===== config.mk =====
export PLATFORM = sky130hd
export DESIGN_NAME = dmem_arbiter
export DESIGN_NICKNAME = d
export VERILOG_FILES = /design/src/rtl/dmem_arbiter.sv
export SDC_FILE = /design/constraint.sdc
export NUM_CORES = 1
export LEC_CHECK = 0
export ABC_AREA = 1
export CAP_MARGIN = 0
export CORE_UTILIZATION = 41
export CTS_CLUSTER_DIAMETER = 80
export DETAILED_ROUTE_END_ITERATION = 6
export PLACE_DENSITY = 0.95
export SETUP_SLACK_MARGIN = 0.05
export SYNTH_ARGS = -nofsm -noshare
export SYNTH_HDL_FRONTEND = slang
export SYNTH_SLANG_ARGS = --single-unit
export TNS_END_PERCENT = 1

===== constraint.sdc =====
create_clock -name clk -period 6.4 [get_ports clk]
set_input_delay 1.6 -clock clk [delete_from_list [all_inputs] [get_ports clk]]
set_output_delay 1.6 -clock clk [all_outputs]
set_load 0.01 [all_outputs]

===== src/rtl/dmem_arbiter.sv =====
// Two-port round-robin arbiter in front of a synchronous data memory.
// Each access runs grant -> access -> response; port 1 may lock ownership across a burst.
module dmem_arbiter #(
    parameter int unsigned ADDR_W = 16,
    parameter int unsigned DATA_W = 32
) (
    input  logic                clk,
    input  logic                rst,

    input  logic                m0_req,
    input  logic                m0_we,
    input  logic [ADDR_W-1:0]   m0_addr,
    input  logic [DATA_W-1:0]   m0_wdata,
    input  logic [DATA_W/8-1:0] m0_bmask,
    output logic                m0_gnt,
    output logic                m0_done,
    output logic [DATA_W-1:0]   m0_rdata,

    input  logic                m1_req,
    input  logic                m1_we,
    input  logic [ADDR_W-1:0]   m1_addr,
    input  logic [DATA_W-1:0]   m1_wdata,
    input  logic [DATA_W/8-1:0] m1_bmask,
    input  logic                m1_lock,
    output logic                m1_gnt,
    output logic                m1_done,
    output logic [DATA_W-1:0]   m1_rdata,

    output logic                mem_req,
    output logic                mem_we,
    output logic [ADDR_W-1:0]   mem_addr,
    output logic [DATA_W-1:0]   mem_wdata,
    output logic [DATA_W/8-1:0] mem_bmask,
    input  logic [DATA_W-1:0]   mem_rdata,

    output logic                busy
);

    localparam int unsigned BW = DATA_W / 8;

    typedef enum logic [1:0] {
        StIdle,
        StAccess,
        StResp
    } state_e;

    state_e              state_q;
    logic                last_grant_q;
    logic                lock_q;
    logic                id_q;
    logic                we_q;
    logic [ADDR_W-1:0]   addr_q;
    logic [DATA_W-1:0]   wdata_q;
    logic [BW-1:0]       bmask_q;
    logic                mem_req_q;
    logic [1:0]          gnt_q;
    logic [1:0]          done_q;

    logic                elig0;
    logic                elig1;
    logic                win_valid;
    logic                win_id;
    logic                sel_we;
    logic [ADDR_W-1:0]   sel_addr;
    logic [DATA_W-1:0]   sel_wdata;
    logic [BW-1:0]       sel_bmask;

    // A held lock hides port 0 entirely; on contention the port not granted last wins.
    always_comb begin
        elig0     = m0_req && !lock_q;
        elig1     = m1_req;
        win_valid = elig0 || elig1;
        if (elig0 && elig1) begin
            win_id = ~last_grant_q;
        end else begin
            win_id = elig1;
        end
        sel_we    = win_id ? m1_we    : m0_we;
        sel_addr  = win_id ? m1_addr  : m0_addr;
        sel_wdata = win_id ? m1_wdata : m0_wdata;
        sel_bmask = win_id ? m1_bmask : m0_bmask;
    end

    always_ff @(posedge clk or posedge rst) begin
        if (rst) begin
            state_q      <= StIdle;
            last_grant_q <= 1'b1;
            lock_q       <= 1'b0;
            id_q         <= 1'b0;
            we_q         <= 1'b0;
            addr_q       <= '0;
            wdata_q      <= '0;
            bmask_q      <= '0;
            mem_req_q    <= 1'b0;
            gnt_q        <= 2'b00;
            done_q       <= 2'b00;
        end else begin
            mem_req_q <= 1'b0;
            gnt_q     <= 2'b00;
            done_q    <= 2'b00;
            unique case (state_q)
                StIdle, StResp: begin
                    if (!m1_req) begin
                        lock_q <= 1'b0;
                    end
                    if (win_valid) begin
                        state_q      <= StAccess;
                        last_grant_q <= win_id;
                        id_q         <= win_id;
                        we_q         <= sel_we;
                        addr_q       <= sel_addr;
                        wdata_q      <= sel_wdata;
                        bmask_q      <= sel_bmask;
                        mem_req_q    <= 1'b1;
                        gnt_q        <= win_id ? 2'b10 : 2'b01;
                        if (win_id) begin
                            lock_q <= m1_lock;
                        end
                    end else begin
                        state_q <= StIdle;
                    end
                end
                StAccess: begin
                    state_q <= StResp;
                    done_q  <= id_q ? 2'b10 : 2'b01;
                end
                default: begin
                    state_q <= StIdle;
                end
            endcase
        end
    end

    // Captured fields are kept after the access, so gate them onto the bus only in ACCESS.
    assign mem_req   = mem_req_q;
    assign mem_we    = mem_req_q & we_q;
    assign mem_addr  = mem_req_q ? addr_q  : '0;
    assign mem_wdata = mem_req_q ? wdata_q : '0;
    assign mem_bmask = mem_req_q ? bmask_q : '0;

    assign m0_gnt   = gnt_q[0];
    assign m1_gnt   = gnt_q[1];
    assign m0_done  = done_q[0];
    assign m1_done  = done_q[1];
    assign m0_rdata = mem_rdata;
    assign m1_rdata = mem_rdata;

    assign busy = (state_q != StIdle);

endmodule


# Word level (Yosys, flattened, before mapping)
# Index checks and enable logic that the tools add are counted.
# word_totals
wordCells	43
output_inout_bits	123
inputBits	143
reg_bits	63
# classes
eq_ne	2
n_reduce_logical	8
n_bitwise	2
n_mux	20
# op_table
op	count
two-way mux 32 bit	2
two-way mux 16 bit	2
two-way mux 2 bit	5
two-way mux 1 bit	8
two-way mux 4 bit	2
one-hot mux 2 bit (2 select lines)	1
equality test 2 x 1 -> 1 bit, second input constant	1
equality test 2 bit, second input constant	1
logical AND 1 bit	2
zero test 2 bit	1
AND reduction 2 bit	1
nonzero test 2 bit	1
OR reduction 2 bit	1
AND 1 bit	1
zero test 1 bit	1
logical OR 1 bit	1
inverter 1 bit	1

# Longest topological paths before layout
# Gate-level depths: netlist of the first run.
# logic_depth
depth_word	7
mapped_depth	7
mapped_depth_nobuf	6

# Least setup slack after synthesis of the first run
# No wires, ideal clock.
# synth_timing
path_type	input-to-output
start	input mem_rdata[0]
end	output m0_rdata[0]
required_ps	4800
stages	1
path_slack_ps	3081
arrival_time_ps	1719
path_buffers	1
path_cell_list	buf_4
# synth_lines
item	line	source
start, declared	34	input logic [DATA_W-1:0] mem_rdata,
end, declared	17	output logic [DATA_W-1:0] m0_rdata,
# No word-level cell between the ends.

# Final worst setup path of the first run
# layout_timing
start	input m0_req
end	register id_q
# layout_via
elab_chain_len	3
word_cells_on_any_way	5
cone_classes	mux (1); reduce/logical (4)
# layout_lines
item	line	source
start, declared	10	input logic m0_req,
logical AND 1 bit *	70	elig0 = m0_req && !lock_q;
logical AND 1 bit or logical OR 1 bit (tied branches)	73, 72	
two-way mux 1 bit or AND reduction 2 bit (tied branches)	--	
end signal, assigned	109	id_q <= win_id;
end, declared	50	logic id_q;
# Every way passes the cells marked *; elsewhere a longest branch is shown, timed or not.
# A chain may end at the register's enable or synchronous reset.

==> metrics, run 1 <==
status=complete, no violations; clk_lat worst skew=0.32 ns; hold_ws=0.472 ns; yosys warns=0; # setup viols final=0; post-synthesis sequential area ratio=36.3%; initial antenna violation count=0; Avg WL per Cell=12.2 um; CP Launch Type=input port; port buffer count=169; Vias=4,118; Synth cell types=20; HP Class=reg2reg; synthesized flop and latch total=63; Slew Limit Fails=0; Setup crit end kind=register; P_leak=3.40 nW; min cycle time layout=4.39 ns; CTS buffer count=9; Reg2Reg Setup Slack=3.23 ns; total placed cells including tap cells=872; Synth area leader=dfrtp_1; worst rel slew slack=24.5%; Worst VDD drop=0.000126 V; post-synthesis cell count=662; Mean Syn Cell Area=6.56 sq um; Fmax=0.228 GHz; starting density of the core=42.3%; Post-Syn Area=0.00434 sq mm; synth top area cells=dfrtp_1 36%, nand2_1 19%, inv_1 14%; crit path max fanout=55; most frequent cells in the layout=218 x nand2_1, 168 x clkdlybuf4s50_1, 164 x inv_1; RSZ-0062 raised after global routing=false; Final Hold Viols=0; Clock Tree Root=clkbuf_8; # resized after CTS=0; Crit Path Category=in2reg; cell chain of the critical path=clkdlybuf4s50_1 > nand3_2 > nand2_2 > nor2_1 > inv_1 > o21ai_0; vias in the first global route=3,868; layout cells sized above 1=4.93%; Top delay family on crit path=simple AND/OR/NAND/NOR gates; max incr delay on CP=1.26 ns; die width=105 um; P&R area growth vs syn=33.0%; io pins=266; Residual DRC=0; n_diodes=0; worst path required time=6.59 ns; arrival time at the worst endpoint=4.58 ns; total global routing overflow=0; final core occ=56.2%; first-pass GRT wire length=17,700 um; Clock Path Buffers=2; post-synth net total=805; Worst Tran Pin Value=1.13 ns; largest net degree at the start of global routing=64; Die ar.=0.0110 sq mm; top-area cell type share of the netlist area=35.7%; clock slew at reported path FFs=0.07 ns; Sink Count=63; Max Cap Viol=0; commonest non-fill, non-tap cell in the layout=nand2_1; Setup Skew=0.00547 ns; Initial DRT Pass Iterations=4; Core Rows=37; GR Util All Layers=20.2%; period utilisation layout=68.7%; final WL=10,800 um; CP Buf/Inv Count=2; DR iter-0 viols=259; core area=0.0103 sq mm; DP HPWL=7340 um; CTS hold repair buffers=0; Non-Filler Instances=887; Die Ht=105 um; Post-CTS Setup Repair Bufs=0; Vias/cell=4.64; PwrDens=275 mW/mm^2; fin nets=890; RePlAce Congestion=0.810; Final TNS setup=0 ns; CTS H-Tree Depth=3; TritonCTS clock tree=built; Final ANT Viol Nets=0; CP max-delay cell=nand2_2
[area by class of cell]
cell class / instances / area (sq um)
inverters: 167 / 627
multi-input cells: 335 / 1470
flip-flops and latches: 63 / 1580
clock inverters: 3 / 65.1
clock buffers: 12 / 165
well taps: 136 / 170
repair buffers: 171 / 1700
fillers: 959 / 4500
[logic make-up after synthesis]
family	count (synthesis)	share of synthesized area, %
and+or+nand+nor	332	33.2
DFF	63	36.3
buffers and inverters	264	29.8
AOI/OAI and AO/OA	3	0.605
[final timing paths]
kind,startpoint,to,cells past startpoint
max reg2reg,last_grant_q,id_q,5
max in group asynchronous,rst,mem_req,3
max,m0_req,id_q,6
min reg2reg,id_q,done_q[0],1
min in group asynchronous,rst,gnt_q[0],3
min,id_q,done_q[0],1
[registers in the layout (all words and copies together), names as in the netlist, 2 cells and up]
register,cells
bmask_q,4
wdata_q,32
done_q,2
addr_q,16
state_q,2
gnt_q,2
[power breakdown]
part           leakage, nW  switching [mW]  internal [mW]
logic                 2.52           0.297          0.292
clock network        0.118           0.153          0.249
registers            0.763          0.0837          0.517
total                 3.40           0.533           1.06
[synth_stat cells, drive strengths merged]
library cell	instances
o21ai	1
inv	167
nor3	2
buf	83
nand2	219
clkbuf	14
a21oi	2
or2	1
dfrtp	62
dfstp	1
nand3	107
nor2	3
[metrics by stage]
step	worst slack, ns	cell area [sq um]	power, mW
4_1_cts	2.01	5780	1.61
5_1_grt	1.70	5780	1.70
3_3_place_gp	1.65	5550	1.18
6_report	2.01	5780	1.59
2_1_floorplan	3.08	4340	0.957
3_5_place_dp	1.64	5550	1.20
[per-layer routing]
| layer | GRT usage [%] | share of wire [%] |
|---|---|---|
| met3 | 6.67 | 9.0 |
| met1 | 22.0 | 39 |
| met2 | 35.4 | 50 |
| met4 | 8.95 | 2.1 |
| met5 | 0 | 0 |
Power figures use the tool's default switching activity.
==> run 2: changes to the inputs <==
--- a/config.mk
+++ b/config.mk
@@ -7,10 +7,10 @@
 export LEC_CHECK = 0
 export ABC_AREA = 1
 export CAP_MARGIN = 0
-export CORE_UTILIZATION = 41
+export CORE_UTILIZATION = 34
 export CTS_CLUSTER_DIAMETER = 80
 export DETAILED_ROUTE_END_ITERATION = 6
-export PLACE_DENSITY = 0.95
+export PLACE_DENSITY = 0.85
 export SETUP_SLACK_MARGIN = 0.05
 export SYNTH_ARGS = -nofsm -noshare
 export SYNTH_HDL_FRONTEND = slang
==> constraint.sdc (replaced) <==
create_clock -name clk -period 3.8 [get_ports clk]
set_input_delay 0.95 -clock clk [delete_from_list [all_inputs] [get_ports clk]]
set_output_delay 0.95 -clock clk [all_outputs]
set_load 0.01 [all_outputs]
==> run 2 against run 1 <==
Effect of this change: cell count increased by 4.2%; sequential power grew 66%; non-clock buffer count increased by 4; critical path type is now reg2out; largest cell class unchanged; register-to-register slack worse by 1.3 ns; core utilization decreased by 8.0 points; clock power is 85% higher; clock skew barely moved; final area grew 2.0%; wire length down 0.68%; highest routed layer unchanged.
==> metrics, run 2 (same netlist as run 1, synthesis figures left out) <==
status=complete, no violations; Worst Tran Pin Value=0.940 ns; max reg flops=32; starting density of the core=35.6%; DP HPWL=7600 um; Residual DRC=0; CP Launch Type=register; RSZ-0062 raised after global routing=false; total placed cells including tap cells=908; arrival time at the worst endpoint=2.16 ns; P_leak=3.43 nW; layout cells sized above 1=5.56%; largest net degree at the start of global routing=56; dpl ws=0.976 ns; period utilisation layout=81.9%; Sink Count=63; initial antenna violation count=0; Final TNS setup=0 ns; TritonCTS clock tree=built; CTS hold repair buffers=0; core area=0.0122 sq mm; Die Ht=115 um; CTS H-Tree Depth=3; Setup crit end kind=output port; Slew Limit Fails=0; FILL cells=1,213; RePlAce Congestion=0.744; Worst VDD drop=0.000208 V; Setup Skew=0.00522 ns; # setup viols final=0; commonest non-fill, non-tap cell in the layout=nand2_1; Multi-input gate area=0.00147 sq mm; Initial DRT Pass Iterations=4; Post-CTS Setup Repair Bufs=0; final WL=10,800 um; Core Rows=40; Avg WL per Cell=11.7 um; Clock Tree Root=clkbuf_16; fin worst setup slack=0.686 ns; die width=115 um; register area=0.00158 sq mm; Overall Power=2.74 mW; Max Cap Viol=0; CTS buffer count=9; # resized after CTS=0; Final ANT Viol Nets=0; port buffer count=169; Largest regs=wdata_q (32), addr_q (16), bmask_q (4); worst path required time=2.85 ns; most frequent cells in the layout=218 x nand2_1, 168 x clkdlybuf4s50_1, 164 x inv_1; Final Hold Viols=0; fin nets=894; P&R area growth vs syn=35.7%; Non-Filler Instances=924; total global routing overflow=0; HP Class=reg2reg; vias in the first global route=3,785; DR iter-0 viols=185; Vias=3,928; PwrDens=466 mW/mm^2; n_diodes=0; Clock Path Buffers=2; Fmax=0.321 GHz; min cycle time layout=3.11 ns; Die ar.=0.0132 sq mm; most flop-heavy register=wdata_q; first-pass GRT wire length=17,900 um; Crit Path Category=reg2out; io pins=266; worst rel slew slack=37.4%; crit path max fanout=41; GR Util All Layers=17.2%; clk_lat worst skew=0.32 ns; Vias/cell=4.25; clock slew at reported path FFs=0.06 ns
run 2: cell count changes in the layout (fill, tap and decap cells not counted), sizes merged:
cell / delta
buf: +4
bufinv: -2
clkinv: +3
clkinvlp: +3
clkbuf: -3
run 2: metal layers:
metal	track usage [%]	vias up	share of wire [%]
li1	-	2028	-
met3	6.17	19	9.1
met2	28.9	149	47
met5	0	-	0
met1	20.4	1732	43
met4	5.89	0	1.6
run 2: path summary, 6_finish.rpt:
path | from | end | slack (ns) | depth (start not counted)
worst min register to register | id_q | done_q[0] | 0.43 | 1
min in group asynchronous | rst | wdata_q[2] | 1.06 | 2
max in group asynchronous | rst | addr_q[7] | 1.86 | 3
worst min-delay path | id_q | done_q[0] | 0.43 | 1
worst max-delay path | mem_req | mem_wdata[11] | 0.69 | 4
worst max register to register | last_grant_q | wdata_q[25] | 1.94 | 6
run 2: report_power, final:
group	internal (mW)	leakage, nW	total [mW]	switching [mW]
logic	0.495	2.54	0.999	0.504
registers	0.872	0.763	1.00	0.132
clock network	0.440	0.127	0.742	0.302
run 2: layout make-up:
type,count,area share [%]
Tap cell,168,3.57
Inverter,167,10.6
Clock inverter,7,0.849
Clock buffer,9,3.82
Multi-Input combinational cell,335,24.9
Timing Repair Buffer,175,29.4
Sequential cell,63,26.8
run 2: through the flow:
stage | cell area (sq um) | utilization, % | hold slack (ns)
2_1_floorplan | 4340 | - | 0.408
3_3_place_gp | 5620 | 46.0 | 0.423
3_5_place_dp | 5620 | 46.0 | 0.424
4_1_cts | 5890 | 48.2 | 0.432
5_1_grt | 5890 | 48.2 | 0.486
6_report | 5890 | 48.2 | 0.431
run 2: critical path, stage by stage (launching register included):
cell and delay [ns]:
dfrtp_2 0.87, buf_4 0.32, nand2_1 0.08, inv_1 0.05, clkdlybuf4s50_1 0.52
